File: config.mk
export PLATFORM = sky130hd
export DESIGN_NAME = multicycle_controller
export DESIGN_NICKNAME = d
export VERILOG_FILES = /design/src/rtl/multicycle_controller.sv
export SDC_FILE = /design/constraint.sdc
export NUM_CORES = 1
export LEC_CHECK = 0
export CAP_MARGIN = 5
export CELL_PAD_IN_SITES_DETAIL_PLACEMENT = 1
export CELL_PAD_IN_SITES_GLOBAL_PLACEMENT = 2
export CORE_ASPECT_RATIO = 0.7
export CORE_UTILIZATION = 30
export DETAILED_ROUTE_END_ITERATION = 8
export PLACE_DENSITY = 0.88
export SYNTH_ARGS = -nofsm -noshare
export SYNTH_HDL_FRONTEND = slang
export SYNTH_SLANG_ARGS = --single-unit
File: constraint.sdc
create_clock -name Clk -period 3.2 [get_ports Clk]
set_clock_uncertainty 0.1 [all_clocks]
set_input_delay 0.48 -clock Clk [delete_from_list [all_inputs] [get_ports Clk]]
set_output_delay 0.48 -clock Clk [all_outputs]
set_load 0.02 [all_outputs]
File: src/rtl/multicycle_controller.sv
`default_nettype none
// ============================================================================
// Module   : multicycle_controller
// Brief    : Moore control FSM for a multicycle MIPS-style datapath.
// Revision : 1.0 - initial release
// ============================================================================
module multicycle_controller #(
  parameter logic [3:0] ALU_ADD = 4'b0000,
  parameter logic [5:0] HALT_OP = 6'b111111,
  parameter int         CNT_W   = 16
) (
  input  logic             Clk,
  input  logic             Reset,
  input  logic [5:0]       Opcode,
  output logic             MemWrite,
  output logic             ALUSrcA,
  output logic [1:0]       ALUSrcB,
  output logic [3:0]       ALUOp,
  output logic             IRWrite,
  output logic             PCWrite,
  output logic [1:0]       PCSrc,
  output logic [1:0]       Branch,
  output logic             RegSrc,
  output logic             RegWrite,
  output logic             SN,
  output logic [3:0]       State,
  output logic             Halted,
  output logic [CNT_W-1:0] InstrCount
);

  localparam logic [3:0] c_INIT   = 4'd0;
  localparam logic [3:0] c_FETCH  = 4'd1;
  localparam logic [3:0] c_DECODE = 4'd2;
  localparam logic [3:0] c_EXEC_R = 4'd3;
  localparam logic [3:0] c_EXEC_I = 4'd4;
  localparam logic [3:0] c_WB_ALU = 4'd5;
  localparam logic [3:0] c_MEM_RD = 4'd6;
  localparam logic [3:0] c_WB_MEM = 4'd7;
  localparam logic [3:0] c_MEM_WR = 4'd8;
  localparam logic [3:0] c_BRANCH = 4'd9;
  localparam logic [3:0] c_JUMP   = 4'd10;
  localparam logic [3:0] c_HALT   = 4'd11;

  localparam logic [CNT_W-1:0] c_CNT_ONE = {{(CNT_W-1){1'b0}}, 1'b1};

  logic [3:0]       r_state;
  logic [3:0]       r_func;
  logic             r_op5;
  logic [CNT_W-1:0] r_cnt;
  logic [3:0]       w_next;
  logic             w_retire;

  // Only the opcode fields needed after DECODE are held, so later IR changes are ignored.
  always_comb begin
    w_next = c_FETCH;
    case (r_state)
      c_INIT:   w_next = c_FETCH;
      c_FETCH:  w_next = c_DECODE;
      c_DECODE: begin
        if (Opcode == HALT_OP) begin
          w_next = c_HALT;
        end else begin
          casez (Opcode)
            6'b00????: w_next = c_EXEC_R;
            6'b01????: w_next = c_EXEC_I;
            6'b100000: w_next = c_MEM_RD;
            6'b100001: w_next = c_MEM_WR;
            6'b100010: w_next = c_BRANCH;
            6'b100011: w_next = c_BRANCH;
            6'b110000: w_next = c_JUMP;
            default:   w_next = c_FETCH;
          endcase
        end
      end
      c_EXEC_R: w_next = c_WB_ALU;
      c_EXEC_I: w_next = c_WB_ALU;
      c_WB_ALU: w_next = c_FETCH;
      c_MEM_RD: w_next = c_WB_MEM;
      c_WB_MEM: w_next = c_FETCH;
      c_MEM_WR: w_next = c_FETCH;
      c_BRANCH: w_next = c_FETCH;
      c_JUMP:   w_next = c_FETCH;
      c_HALT:   w_next = c_HALT;
      default:  w_next = c_INIT;
    endcase
  end

  assign w_retire = (w_next == c_FETCH) && (r_state != c_INIT);

  always_ff @(posedge Clk or negedge Reset) begin
    if (!Reset) begin
      r_state <= c_INIT;
      r_func  <= 4'b0000;
      r_op5   <= 1'b0;
      r_cnt   <= {CNT_W{1'b0}};
    end else begin
      r_state <= w_next;
      if (r_state == c_DECODE) begin
        r_func <= Opcode[3:0];
        r_op5  <= Opcode[5];
      end
      if (w_retire) begin
        r_cnt <= r_cnt + c_CNT_ONE;
      end
    end
  end

  always_comb begin
    MemWrite = 1'b0;
    ALUSrcA  = 1'b0;
    ALUSrcB  = 2'b00;
    ALUOp    = 4'b0000;
    IRWrite  = 1'b0;
    PCWrite  = 1'b0;
    PCSrc    = 2'b00;
    Branch   = 2'b00;
    RegSrc   = 1'b0;
    RegWrite = 1'b0;
    SN       = 1'b0;
    Halted   = 1'b0;
    case (r_state)
      c_FETCH: begin
        IRWrite = 1'b1;
        PCWrite = 1'b1;
        ALUSrcB = 2'b01;
        ALUOp   = ALU_ADD;
      end
      c_DECODE: begin
        ALUSrcB = 2'b10;
        ALUOp   = ALU_ADD;
        SN      = ~Opcode[5];
      end
      c_EXEC_R: begin
        ALUSrcA = 1'b1;
        ALUOp   = r_func;
        SN      = ~r_op5;
      end
      c_EXEC_I: begin
        ALUSrcA = 1'b1;
        ALUSrcB = 2'b10;
        ALUOp   = r_func;
        SN      = ~r_op5;
      end
      c_WB_ALU: begin
        RegWrite = 1'b1;
        SN       = ~r_op5;
      end
      c_WB_MEM: begin
        RegWrite = 1'b1;
        RegSrc   = 1'b1;
      end
      c_MEM_WR: MemWrite = 1'b1;
      // BZ and BNZ differ only in opcode bit 0.
      c_BRANCH: begin
        PCSrc  = 2'b01;
        Branch = r_func[0] ? 2'b10 : 2'b01;
      end
      c_JUMP: begin
        PCWrite = 1'b1;
        PCSrc   = 2'b10;
      end
      c_HALT:  Halted = 1'b1;
      default: Halted = 1'b0;
    endcase
  end

  assign State      = r_state;
  assign InstrCount = r_cnt;

endmodule
`default_nettype wire

==> flow_metrics.py <==
metrics = {
    "pwr": {
        "internal_power_uw": 918,
        "power_density_nw_per_um2": 777,
        "ir_drop_mv": 0.291,
        "seqPwrFrac_pct": 31.2,
        "pwr-share-comb_pct": 57.2,
        "p_total_uw": 1630,
        "power.switching_uw": 710,
        "swShare_pct": 43.6,
        "power_leakage_uw": 0.000885,
        "p_clk_share_pct": 11.6,
    },
    "clocking": {
        "hold_buffers": 0,
        "cts_max_path_buffers": 2,
        "clk_pin_slew_ns": 0.08,
        "cts_setup_buffers": 0,
        "cts.sinks": 25,
        "clk_latency_ns": 0.27,
        "numCtsBuffers": 3,
        "cts.repair.resized": 0,
        "tritoncts": "built",
        "cts-root-buf": "clkbuf_8",
        "cts_max_level": 1,
    },
    "yosys": {
        "yosysTopAreaCell": "dfrtp_1",
        "async_flop_share_pct": 100,
        "synth_common_cells": "dfrtp_1 (25), nand2_1 (24), xnor2_1 (12), nor2_1 (11), nand3_1 (8)",
        "yosys_warnings": 0,
        "ys_ff_latch": 25,
        "syn_avg_cell_area_um2": 9.45,
        "synthesis.nets": 169,
        "synthFlopType": "dfrtp_1",
        "yosys.cell_types.count": 44,
        "yosysMostFrequentCell": "dfrtp_1",
        "seq_area_frac_synth_pct": 41.4,
        "netlist_top_cells_area": "dfrtp_1 (41%), xnor2_1 (6.9%), nand2_1 (6.0%)",
        "postSynthCellCount": 160,
        "synth_top_area_share_pct": 41.4,
        "synth_edf_count": 0,
        "syn_area_um2": 1510,
    },
    "routing": {
        "wirelength_um": 3850,
        "dr.first_iter.drc_count": 41,
        "vias": 1345,
        "drcViolationCount": 0,
        "dr.pass1.iters": 4,
        "viasPerCell": 4.87,
        "antenna_left": 0,
        "routedWlPerCell_um": 14.0,
    },
    "timing": {
        "drv_slew": 0,
        "tns_ns": 0,
        "fmax_ghz": 0.324,
        "tightest_slew_ns": 0.906,
        "hold_viol": 0,
        "slew_headroom_pct": 38.8,
        "fin_crit_sh_pct": 96.4,
        "fin_crit_ns": 3.09,
        "grt_setup_unrepaired": "false",
        "setup_viol": 0,
    },
    "global_route": {
        "grt_remaining_overflow": 0,
        "grt_max_degree": 26,
        "grt_pass1_wl_um": 6210,
        "grt_pass1_vias": 1195,
        "track_usage_pct": 15.3,
        "grt_antenna_before_repair": 0,
    },
    "placed_design": {
        "dp_cells": 272,
        "io_buffers": 45,
        "place_hpwl_um": 2970,
        "dpl_cell_area_um2": 2050,
        "gp_congestion": 0.836,
    },
    "die": {
        "die-height_um": 61.4,
        "core-area_um2": 4810,
        "die-area_um2": 5330,
        "rows": 21,
        "start_util_pct": 31.5,
        "fp.dieW_um": 86.9,
        "io_pins": 46,
    },
    "worst_setup_path": {
        "path_class": "register to output pin",
        "cp_data_arrival_time_ns": 2.51,
        "end_kind": "output pin",
        "cp.required_ns": 2.62,
        "start_kind": "register",
        "cp_max_fo": 16,
    },
    "final_layout": {
        "final_cells": 276,
        "drive_above_1_share_pct": 9.66,
        "area_delta_synth_final_pct": 38.5,
        "layout.nets": 217,
        "nFillCells": 557,
        "postLayoutCoreUtil_pct": 43.6,
        "design_area_um2": 2100,
        "antenna_cells": 0,
    },
    "flow_run": {
        "drv_cap": 0,
    },
    "worst_hold_path": {
        "min_path_type": "register to register",
    },
    "status": {
        "outcome": "finished, final reports clean",
    },
}
routing by layer:
layer  routed length (um)  track usage (%)
met4                   20             2.86
met1                 2100             24.0
met3                  143             2.95
met2                 1590             21.6
met5                    0                0
through the flow:
step	worst slack, ns	hold WS, ns
global route	0.00542	0.381
global placement	0.426	0.350
finish	0.114	0.362
detailed placement	0.378	0.357
CTS	0.169	0.373
floorplan	0.524	0.0844
flip-flops by register name (all words and copies together), names as in the netlist:
signal      cells
InstrCount     16
State           4
r_op5           1
r_func          4
power by group through the flow:
stage | Combinational, uW | Sequential (uW) | Clock, uW
global placement | 922 | 511 | 0
global route | 1010 | 527 | 212
detailed placement | 931 | 514 | 0
floorplan | 546 | 530 | 0
finish | 931 | 508 | 188
CTS | 939 | 509 | 196
layout make-up:
| cell class | instances | area, um2 | share of cell area, % |
|---|---|---|---|
| clock buffer | 3 | 41.3 | 1.97 |
| clock inverter | 1 | 5.00 | 0.239 |
| multi-input combinational | 128 | 850 | 40.5 |
| sequential | 25 | 626 | 29.9 |
| tap | 69 | 86.3 | 4.12 |
| timing repair buffer | 50 | 488 | 23.3 |
critical path: stages (launching register included):
cell             delay [ns]
dfrtp_1                0.57
nor4b_1                0.86
or2_2                  0.23
clkdlybuf4s50_1        0.59
layout by cell type (no fill, tap or decap), drive strengths merged, types with 2 or more instances in the layout:
master / count
clkdlybuf4s50: 45
dfrtp: 25
nand2: 24
xnor2: 12
nor2: 11
nand3: 8
nand2b: 7
and2: 7
a21oi: 6
and3: 6
buf: 5
xor2: 4
nand4: 4
nor4b: 4
nor3: 4
nor2b: 3
or2: 3
and4: 3
clkbuf: 3
nor3b: 2
a31oi: 2
a21boi: 2
o211ai: 2
cell families (layout without fill, tap and decap cells):
logic type | Yosys count | in the layout | share of synthesized area [%]
AND/OR/NAND/NOR | 90 | 90 | 35.4
AO/OA/AOI/OAI | 19 | 19 | 9.02
adder cells (fa/ha/maj) | 1 | 1 | 0.827
flip-flops | 25 | 25 | 41.4
multiplexers | 2 | 2 | 1.65
buffers and inverters | 7 | 54 | 2.48
XOR/XNOR | 16 | 16 | 9.26
path summary, 6_finish.rpt:
kind,end,slack (ns),startpoint,depth (start not counted)
max,PCWrite,0.11,State[2]$_DFF_PN0_,3
min,InstrCount[15]$_DFFE_PN0P_,0.36,InstrCount[15]$_DFFE_PN0P_,1
min reg2reg,InstrCount[15]$_DFFE_PN0P_,0.36,InstrCount[15]$_DFFE_PN0P_,1
max reg2reg,InstrCount[11]$_DFFE_PN0P_,0.75,State[2]$_DFF_PN0_,6
max in group asynchronous,InstrCount[14]$_DFFE_PN0P_,2.28,Reset,2
min in group asynchronous,InstrCount[7]$_DFFE_PN0P_,0.46,Reset,2
No activity file was read; power rests on OpenSTA's default activity.
